## config.mk

```make
export PLATFORM = sky130hd
export DESIGN_NAME = kirby_state_ctrl
export DESIGN_NICKNAME = d
export VERILOG_FILES = /design/src/rtl/kirby_pkg.sv /design/src/rtl/frame_tick_sync.sv /design/src/rtl/kirby_state_ctrl.sv
export SDC_FILE = /design/constraint.sdc
export NUM_CORES = 1
export LEC_CHECK = 0
export ABC_CLOCK_PERIOD_IN_PS = 2700
export CAP_MARGIN = 0
export CORE_AREA = 2 2 55 57
export DETAILED_ROUTE_END_ITERATION = 8
export DIE_AREA = 0 0 57 59
export PLACE_DENSITY = 0.76
export SYNTH_ARGS = -nofsm -noshare
export SYNTH_HDL_FRONTEND = slang
export SYNTH_SLANG_ARGS = --single-unit
export TNS_END_PERCENT = 1
```

## constraint.sdc

```tcl
create_clock -name Clk -period 2.7 [get_ports Clk]
set_clock_uncertainty 0.2 [all_clocks]
set_input_delay 0.405 -clock Clk [delete_from_list [all_inputs] [get_ports Clk]]
set_output_delay 0.405 -clock Clk [all_outputs]
set_load 0.01 [all_outputs]
```

## src/rtl/kirby_pkg.sv

```systemverilog
// Shared types for the Kirby status sequencer. The sprite-select codes are the
// same ones the colour mapper indexes with.
package kirby_pkg;

  typedef enum logic [2:0] {
    IDLE,
    NORMAL,
    DAMAGE,
    INHOLE,
    INVINC,
    DEAD
  } state_t;

  localparam logic [1:0] KS_NORMAL = 2'd0;
  localparam logic [1:0] KS_INHOLE = 2'd1;
  localparam logic [1:0] KS_DAMAGE = 2'd2;

  function automatic int max4(input int a, input int b, input int c, input int d);
    int m;
    m = a;
    if (b > m) m = b;
    if (c > m) m = c;
    if (d > m) m = d;
    return m;
  endfunction

  function automatic logic [1:0] sprite_code(input state_t s);
    case (s)
      INHOLE:       return KS_INHOLE;
      DAMAGE, DEAD: return KS_DAMAGE;
      default:      return KS_NORMAL;
    endcase
  endfunction

endpackage

```

## src/rtl/frame_tick_sync.sv

```systemverilog
// Brings VGA vsync into the system clock domain and emits a one-cycle pulse per
// rising edge. Also used by the enemy and star animation blocks.
module frame_tick_sync (
  input  logic clk,
  input  logic rst_n,
  input  logic frame_clk,
  output logic tick
);

  logic [2:0] sync;

  always_ff @(posedge clk or negedge rst_n) begin
    if (!rst_n) sync <= 3'b000;
    else        sync <= {sync[1:0], frame_clk};
  end

  assign tick = sync[1] & ~sync[2];

endmodule

```

## src/rtl/kirby_state_ctrl.sv

```systemverilog
// Per-frame Kirby status sequencer: damage/hole/invincibility timing, lives and
// game-over, with registered outputs feeding the colour mapper.
//
// state  | meaning
// IDLE   | start screen, lives held at START_LIVES
// NORMAL | playing, hits and holes accepted
// DAMAGE | damage sprite held, life already taken
// INHOLE | in-hole sprite held, life already taken
// INVINC | post-damage/respawn blink, hits ignored
// DEAD   | lives exhausted, held until Gamestart drops
module kirby_state_ctrl
  import kirby_pkg::*;
#(
  parameter int DAMAGE_FRAMES = 60,
  parameter int INVINC_FRAMES = 120,
  parameter int BLINK_FRAMES  = 4,
  parameter int HOLE_FRAMES   = 30,
  parameter int START_LIVES   = 3
) (
  input  logic       Clk,
  input  logic       Reset_n,
  input  logic       frame_clk,
  input  logic       Gamestart,
  input  logic       hit,
  input  logic       hole_enter,
  output logic [1:0] Kirby_state,
  output logic       Kirby_visible,
  output logic       Invincible,
  output logic       Respawn,
  output logic [1:0] Lives,
  output logic       Game_over
);

  localparam int CNT_W = $clog2(max4(DAMAGE_FRAMES, INVINC_FRAMES, BLINK_FRAMES, HOLE_FRAMES) + 1);
  localparam logic [CNT_W-1:0] DAMAGE_LAST = CNT_W'(DAMAGE_FRAMES - 1);
  localparam logic [CNT_W-1:0] INVINC_LAST = CNT_W'(INVINC_FRAMES - 1);
  localparam logic [CNT_W-1:0] HOLE_LAST   = CNT_W'(HOLE_FRAMES - 1);
  localparam logic [CNT_W-1:0] BLINK_DIV   = CNT_W'(BLINK_FRAMES);
  localparam logic [1:0]       LIVES_INIT  = 2'(START_LIVES);

  logic             tick;
  state_t           state, state_nxt;
  logic [CNT_W-1:0] cnt, cnt_nxt, blink_idx;
  logic [1:0]       lives_nxt;
  logic             respawn_nxt;

  frame_tick_sync u_tick (
    .clk       (Clk),
    .rst_n     (Reset_n),
    .frame_clk (frame_clk),
    .tick      (tick)
  );

  always_comb begin
    state_nxt   = state;
    lives_nxt   = Lives;
    respawn_nxt = 1'b0;
    if (!Gamestart) begin
      state_nxt = IDLE;
      lives_nxt = LIVES_INIT;
    end else begin
      case (state)
        IDLE:   state_nxt = NORMAL;
        NORMAL: begin
          if (tick && hole_enter) state_nxt = INHOLE;
          else if (tick && hit)   state_nxt = DAMAGE;
        end
        DAMAGE: begin
          if (tick && cnt == DAMAGE_LAST) state_nxt = (Lives != 2'd0) ? INVINC : DEAD;
        end
        INHOLE: begin
          if (tick && cnt == HOLE_LAST) begin
            if (Lives != 2'd0) begin
              state_nxt   = INVINC;
              respawn_nxt = 1'b1;
            end else begin
              state_nxt = DEAD;
            end
          end
        end
        INVINC: begin
          if (tick && hole_enter)               state_nxt = INHOLE;
          else if (tick && cnt == INVINC_LAST)  state_nxt = NORMAL;
        end
        DEAD:    state_nxt = DEAD;
        default: state_nxt = IDLE;
      endcase
    end
    // A life is taken on the entry edge so Lives and the sprite move together.
    if ((state_nxt == DAMAGE || state_nxt == INHOLE) && state_nxt != state && lives_nxt != 2'd0)
      lives_nxt = lives_nxt - 2'd1;
    if (state_nxt != state) cnt_nxt = '0;
    else if (tick)          cnt_nxt = cnt + 1'b1;
    else                    cnt_nxt = cnt;
    blink_idx = cnt_nxt / BLINK_DIV;
  end

  always_ff @(posedge Clk or negedge Reset_n) begin
    if (!Reset_n) begin
      state         <= IDLE;
      cnt           <= '0;
      Kirby_state   <= KS_NORMAL;
      Kirby_visible <= 1'b1;
      Invincible    <= 1'b0;
      Respawn       <= 1'b0;
      Lives         <= LIVES_INIT;
      Game_over     <= 1'b0;
    end else begin
      state         <= state_nxt;
      cnt           <= cnt_nxt;
      Lives         <= lives_nxt;
      Respawn       <= respawn_nxt;
      Kirby_state   <= sprite_code(state_nxt);
      Invincible    <= (state_nxt == DAMAGE) || (state_nxt == INHOLE) || (state_nxt == INVINC);
      Game_over     <= (state_nxt == DEAD);
      Kirby_visible <= !((state_nxt == INVINC) && blink_idx[0]);
    end
  end

endmodule

```

==> metrics, run 1 <==
commonest non-fill, non-tap cell in the layout=dfrtp_1; Min-Delay Startpoint=u_tick.sync[0]$_DFF_PN0_; hold endpoint=u_tick.sync[1]$_DFF_PN0_; gpl congestion=0.9319; io pins=14; fraction of layout cells with a size suffix above 1=19.23%; Syn Inst Count=117; Final Cycle Share=85.14%; vias in the first global route=906; Multi-input gate area=625.6 um^2; post-synth top area share=37.08%; clock insertion delay at the later pin of the skew report=0.30 ns; Rows=19; # fillers=265; Synth Register Bits=21; DR vias/cell=5.621; Fmax achieved=435.0 MHz; Final min period=2.299 ns; relative slew slack=50.03%; WL per Instance=14.32 um; TritonCTS Buffers=3; Initial Util=44.83%; CTS Buffer Depth=2; FF-to-FF End=Kirby_state[0]$_DFF_PN0_; status=complete, no violations; CTS tree=built; die width=57 um; Leakage=0.5704 nW; Worst Path Arrival=2.32 ns; commonest non-fill, non-tap cells in the layout=dfrtp_1, clkdlybuf4s50_1, nor2_1, nor3_1, nand2_1; Worst Hold Depth=0; first-pass GRT wire length=4043 um; Reg2Reg Launch Point=u_tick.sync[1]$_DFF_PN0_; ys flop type=dfrtp_1; max-slew violations=0; via count=905; Yosys warnings=0; CP Class=reg2reg; VDD IR max=0.0003268 V; Post-synth EDFFs=0; largest net degree at the start of global routing=22; cell taking the most area after synthesis=dfrtp_1; Min Hold Slack=0.1622 ns; CTS Sinks=21; Core Box Area=0.002710 mm^2; RSZ-0062 raised after global routing=no; maxcap violations=0; area grow syn2layout=13.90%; DR DRC count=0; # resized after CTS=0; GRT Util Overall=15.64%; Seq. cell area=529.3 um^2; Critical Path Source Type=flop; DR iter-0 viols=56; H-tree levels=1; initial antenna violation count=0; Post-Synthesis Net Count=126; NumNets Final=140; worst path required time=2.72 ns; post-CTS setup buffer count=0; DR pass1 iterations=4; Unique masters post-synth=45; Die Y=59 um; pwr dens=429.2 mW/mm^2; final hold violations=0; Antenna Cells=0; root buffer cell=clkbuf_4; Synth Cell Area=0.001215 mm^2; Slew @ Worst Pin=0.7481 ns; Finish-stage setup viols=0; post-detail-place hpwl=1780 um; syn_area_per_cell=10.38 um^2; Area contributors post-synth=dfrtp_1, dfstp_2, nor3_1; CP Capture Type=flop; sequential share of the synthesized area=43.56%; DIE AREA=0.003363 mm^2; Port Buffers=13; CTS Hold Bufs=0; worst r2r path cells=5; wirelength, routed=2306 um; FFs w/ async S/R, synth=100.0%; reg-to-reg setup timing slack=0.40 ns; DRT antenna net count=0; Min-Delay Path Class=reg2reg; total grt overflow=0; Reg clk slew, reported paths=0.11 ns; Worst Path Max Fanout=9; TNS Setup=0 ns
-- critical path: stages, from the launching register on --
cell and delay (ns):
dfrtp_1 0.39, nor2b_1 0.62, a22oi_1 0.27, a211oi_1 0.42, a31oi_4 0.10, nor3_1 0.22
-- Yosys cell counts (2+ instances only) --
cell type and instances:
nand4bb_1 2, xnor2_1 3, inv_1 5, a21oi_1 3, nor2_1 10, or2_2 3
nand4_1 4, o22ai_1 2, o21ai_0 2, ha_1 3, buf_2 3, dfstp_2 3
nand3_1 2, nor3_1 10, nand2_1 8, a31o_2 3, mux2i_1 2, buf_4 2
xor2_1 4, dfrtp_1 18
-- metrics by stage --
stage               power (mW)  utilization, %  cell area, um^2  instances  worst slack (ns)
floorplan               0.4192               -             1215        117            0.6346
global placement        0.4495           50.09             1358        157            0.3762
detailed placement      0.4543           50.09             1358        157            0.2659
CTS                     0.6024           51.06             1384        161            0.4334
global route            0.6346           51.06             1384        161            0.2718
finish                  0.5940           51.06             1384        161            0.4012
-- kinds of logic after synthesis --
family | Yosys count | share of synthesized area [%]
muxes | 3 | 2.575
xor gates and xnor gates | 7 | 5.046
DFF | 21 | 43.56
AOI/OAI and AO/OA | 20 | 15.35
adders and majority gates | 3 | 3.090
buffers and inverters | 11 | 4.943
and+or+nand+nor | 52 | 25.44
-- metal layers --
metal / track usage, % / part of all wire [%] / vias to the layer above
li1: - / - / 447
met1: 19.64 / 46 / 420
met5: 0 / 0 / -
met4: 7.641 / 1.3 / 0
met2: 26.44 / 47 / 30
met3: 2.402 / 5.2 / 8
-- sequential cells by signal, indices dropped and copies added (netlist names), 2 cells and up --
signal	cells
Kirby_state	2
state	3
u_tick.sync	3
Lives	2
cnt	7
-- area by class of cell --
class | instances | area share, %
Clock buffer | 4 | 1.899
Sequential cell | 21 | 38.25
Timing Repair Buffer | 15 | 10.49
Multi-Input combinational cell | 85 | 45.21
Inverter | 5 | 1.356
Tap cell | 31 | 2.803
-- how the worst max path moves through the flow --
stage | cells after the start | slack (ns) | startpoint | endpoint
2_1_floorplan | 6 | 0.63 | cnt[0]$_DFFE_PN0P_ | Kirby_visible$_DFF_PN1_
3_3_place_gp | 6 | 0.38 | Gamestart | Kirby_visible$_DFF_PN1_
3_5_place_dp | 6 | 0.27 | Gamestart | Kirby_visible$_DFF_PN1_
4_1_cts | 5 | 0.43 | u_tick.sync[1]$_DFF_PN0_ | Kirby_state[0]$_DFF_PN0_
5_1_grt | 5 | 0.27 | u_tick.sync[1]$_DFF_PN0_ | Kirby_state[0]$_DFF_PN0_
6_report | 5 | 0.40 | u_tick.sync[1]$_DFF_PN0_ | Kirby_state[0]$_DFF_PN0_
-- report_power, final --
group / switching (mW) / internal, mW / total, mW / leakage (nW)
clock network: 0.0884 / 0.0575 / 0.146 / 0.0150
registers: 0.0153 / 0.329 / 0.344 / 0.273
logic: 0.0538 / 0.0500 / 0.104 / 0.283
(Power assumes the default switching activity.)
==> run 2: changes to the inputs <==
--- a/config.mk
+++ b/config.mk
@@ -11,6 +11,7 @@
 export DETAILED_ROUTE_END_ITERATION = 8
 export DIE_AREA = 0 0 57 59
 export PLACE_DENSITY = 0.76
+export REMOVE_ABC_BUFFERS = 1
 export SYNTH_ARGS = -nofsm -noshare
 export SYNTH_HDL_FRONTEND = slang
 export SYNTH_SLANG_ARGS = --single-unit
==> run 2 against run 1 <==
Combinational power about the same. Largest cell class unchanged. First-iteration DRC count decreased by 30%. Global-route usage about the same. Sequential share of layout area about the same. Worst setup slack improved by 0.012 ns. Die area unchanged.
==> metrics, run 2 (synthesis results as in run 1) <==
final hold violations=0 (unchanged); total grt overflow=0 (unchanged); fraction of layout cells with a size suffix above 1=20.00% (was 19.23%); largest registers=cnt: 7 flops, state: 3 flops, u_tick.sync: 3 flops (unchanged); Multi-input gate area=625.6 um^2 (unchanged); CTS tree=built (unchanged); via count=889 (was 905); max-slew violations=0 (unchanged); CP Class=reg2reg (unchanged); worst r2r path cells=5 (unchanged); wirelength, routed=2287 um (was 2306 um); NumNets Final=140 (unchanged); Final Core Density=51.11% (was 51.06%); DR pass1 iterations=4 (unchanged); Finish-stage setup viols=0 (unchanged); pwr dens=431.7 mW/mm^2 (was 429.2 mW/mm^2); Comb pwr share=17.0% (was 17.5%); largest net degree at the start of global routing=22 (unchanged); die width=57 um (unchanged); post-CTS setup buffer count=0 (unchanged); DP Worst Slack=0.2417 ns (was 0.2659 ns); Critical path origin=u_tick.sync[1]$_DFF_PN0_ (unchanged); Slew @ Worst Pin=0.7108 ns (was 0.7481 ns); Worst Path Max Fanout=9 (unchanged); Int Power=0.4340 mW (was 0.4365 mW); gpl congestion=0.8797 (was 0.9319); Final Cycle Share=84.68% (was 85.14%); status=complete, no violations (unchanged); fin area=0.001385 mm^2 (was 0.001384 mm^2); switch share=27.43% (was 26.51%); clock power share=25.3% (was 24.6%); DIE AREA=0.003363 mm^2 (unchanged); Min-Delay Path Class=reg2reg (unchanged); TritonCTS Buffers=3 (unchanged); initial antenna violation count=0 (unchanged); Antenna Cells=0 (unchanged); DR vias/cell=5.522 (was 5.621); commonest non-fill, non-tap cells in the layout=dfrtp_1, clkdlybuf4s50_1, nor2_1, nor3_1, nand2_1 (unchanged); Min-Delay Startpoint=u_tick.sync[0]$_DFF_PN0_ (unchanged); WL per Instance=14.20 um (was 14.32 um); Initial Util=44.83% (unchanged); switching pwr=0.1640 mW (was 0.1575 mW); Core Box Area=0.002710 mm^2 (unchanged); CP Capture Type=flop (unchanged); Reg clk slew, reported paths=0.11 ns (about the same); # fillers=255 (was 265); Final Non-Filler Cells=161 (unchanged); Die Y=59 um (unchanged); maxcap violations=0 (unchanged); vias in the first global route=938 (was 906); io pins=14 (unchanged); Reg power frac=57.6% (was 58.0%); Fmax achieved=437.4 MHz (was 435.0 MHz); area grow syn2layout=14.01% (was 13.90%); DR DRC count=0 (unchanged); RSZ-0062 raised after global routing=no (unchanged); commonest non-fill, non-tap cell in the layout=dfrtp_1 (unchanged); post-detail-place hpwl=1723 um (was 1780 um); Placed Area=0.001358 mm^2 (unchanged); CTS Buffer Depth=2 (unchanged); Worst Hold Depth=0 (unchanged); VDD IR max=0.0002498 V (was 0.0003268 V); CTS Sinks=21 (unchanged); max FFs per register=7 (unchanged); Seq. cell area=529.3 um^2 (unchanged); DRT antenna net count=0 (unchanged); relative slew slack=52.52% (was 50.03%); Reg2Reg Launch Point=u_tick.sync[1]$_DFF_PN0_ (unchanged); clock insertion delay at the later pin of the skew report=0.30 ns (about the same); TNS Setup=0 ns (unchanged); Port Buffers=13 (unchanged); Final min period=2.286 ns (was 2.299 ns); Leakage=0.5732 nW (was 0.5704 nW); H-tree levels=1 (unchanged); GRT Util Overall=15.67% (was 15.64%); first-pass GRT wire length=4188 um (was 4043 um); Worst Path Arrival=2.29 ns (was 2.32 ns); worst path required time=2.71 ns (was 2.72 ns); # resized after CTS=0 (unchanged); setup ws final=0.4137 ns (was 0.4012 ns); Rows=19 (unchanged); CTS Hold Bufs=0 (unchanged); Critical Path Source Type=flop (unchanged); placed cells=157 (unchanged); DR iter-0 viols=39 (was 56); largest reg by FF count=cnt (unchanged); root buffer cell=clkbuf_4 (unchanged)
-- run 2: cell types whose count changed in the layout (fill, tap and decap cells not counted) --
cell,previous run,this run
clkbuf_1,1,0
clkinv_2,0,1
-- run 2: worst paths after layout --
check | endpoint | slack, ns
max reg2reg | Invincible$_DFF_PN0_ | 0.41
max | Invincible$_DFF_PN0_ | 0.41
min reg2reg | u_tick.sync[1]$_DFF_PN0_ | 0.17
max in group asynchronous | Lives[0]$_DFF_PN1_ | 1.80
min | u_tick.sync[1]$_DFF_PN0_ | 0.17
min in group asynchronous | Game_over$_DFF_PN0_ | 0.22
-- run 2: cell type report --
cell class / instances / area share (%)
Clock buffer: 3 / 1.626
Multi-Input combinational cell: 85 / 45.17
Timing Repair Buffer: 15 / 10.48
Tap cell: 31 / 2.800
Inverter: 5 / 1.355
Clock inverter: 1 / 0.3613
Sequential cell: 21 / 38.21
-- run 2: worst max-delay path, stage by stage (launching register included) --
cell and delay [ns]:
dfrtp_1 0.39, nor2b_1 0.60, a22oi_1 0.26, a211oi_1 0.45, a31oi_4 0.10, a21o_1 0.19
-- run 2: per-stage QoR --
step | hold WS (ns) | total power [mW]
global route | 0.1861 | 0.6368
global placement | 0.1332 | 0.4496
CTS | 0.1649 | 0.6059
finish | 0.1661 | 0.5980
detailed placement | 0.1373 | 0.4529
floorplan | -0.09059 | 0.4120
-- run 2: per-layer routing --
layer  share of wire, %  vias to the layer above  wire length, um  GRT usage, %
met5                  0                        -                0             0
li1                   -                      445                -             -
met4                  0                        0                0         4.651
met3                3.8                        0               88         3.057
met2                 50                       21             1141         28.90
met1                 46                      423             1057         18.50
-- run 2: power groups by stage --
stage / clock (mW) / sequential, mW / combinational, mW
finish: 0.151 / 0.345 / 0.102
global route: 0.176 / 0.347 / 0.114
CTS: 0.158 / 0.344 / 0.103
detailed placement: 0 / 0.350 / 0.103
global placement: 0 / 0.350 / 0.0999
floorplan: 0 / 0.349 / 0.0632
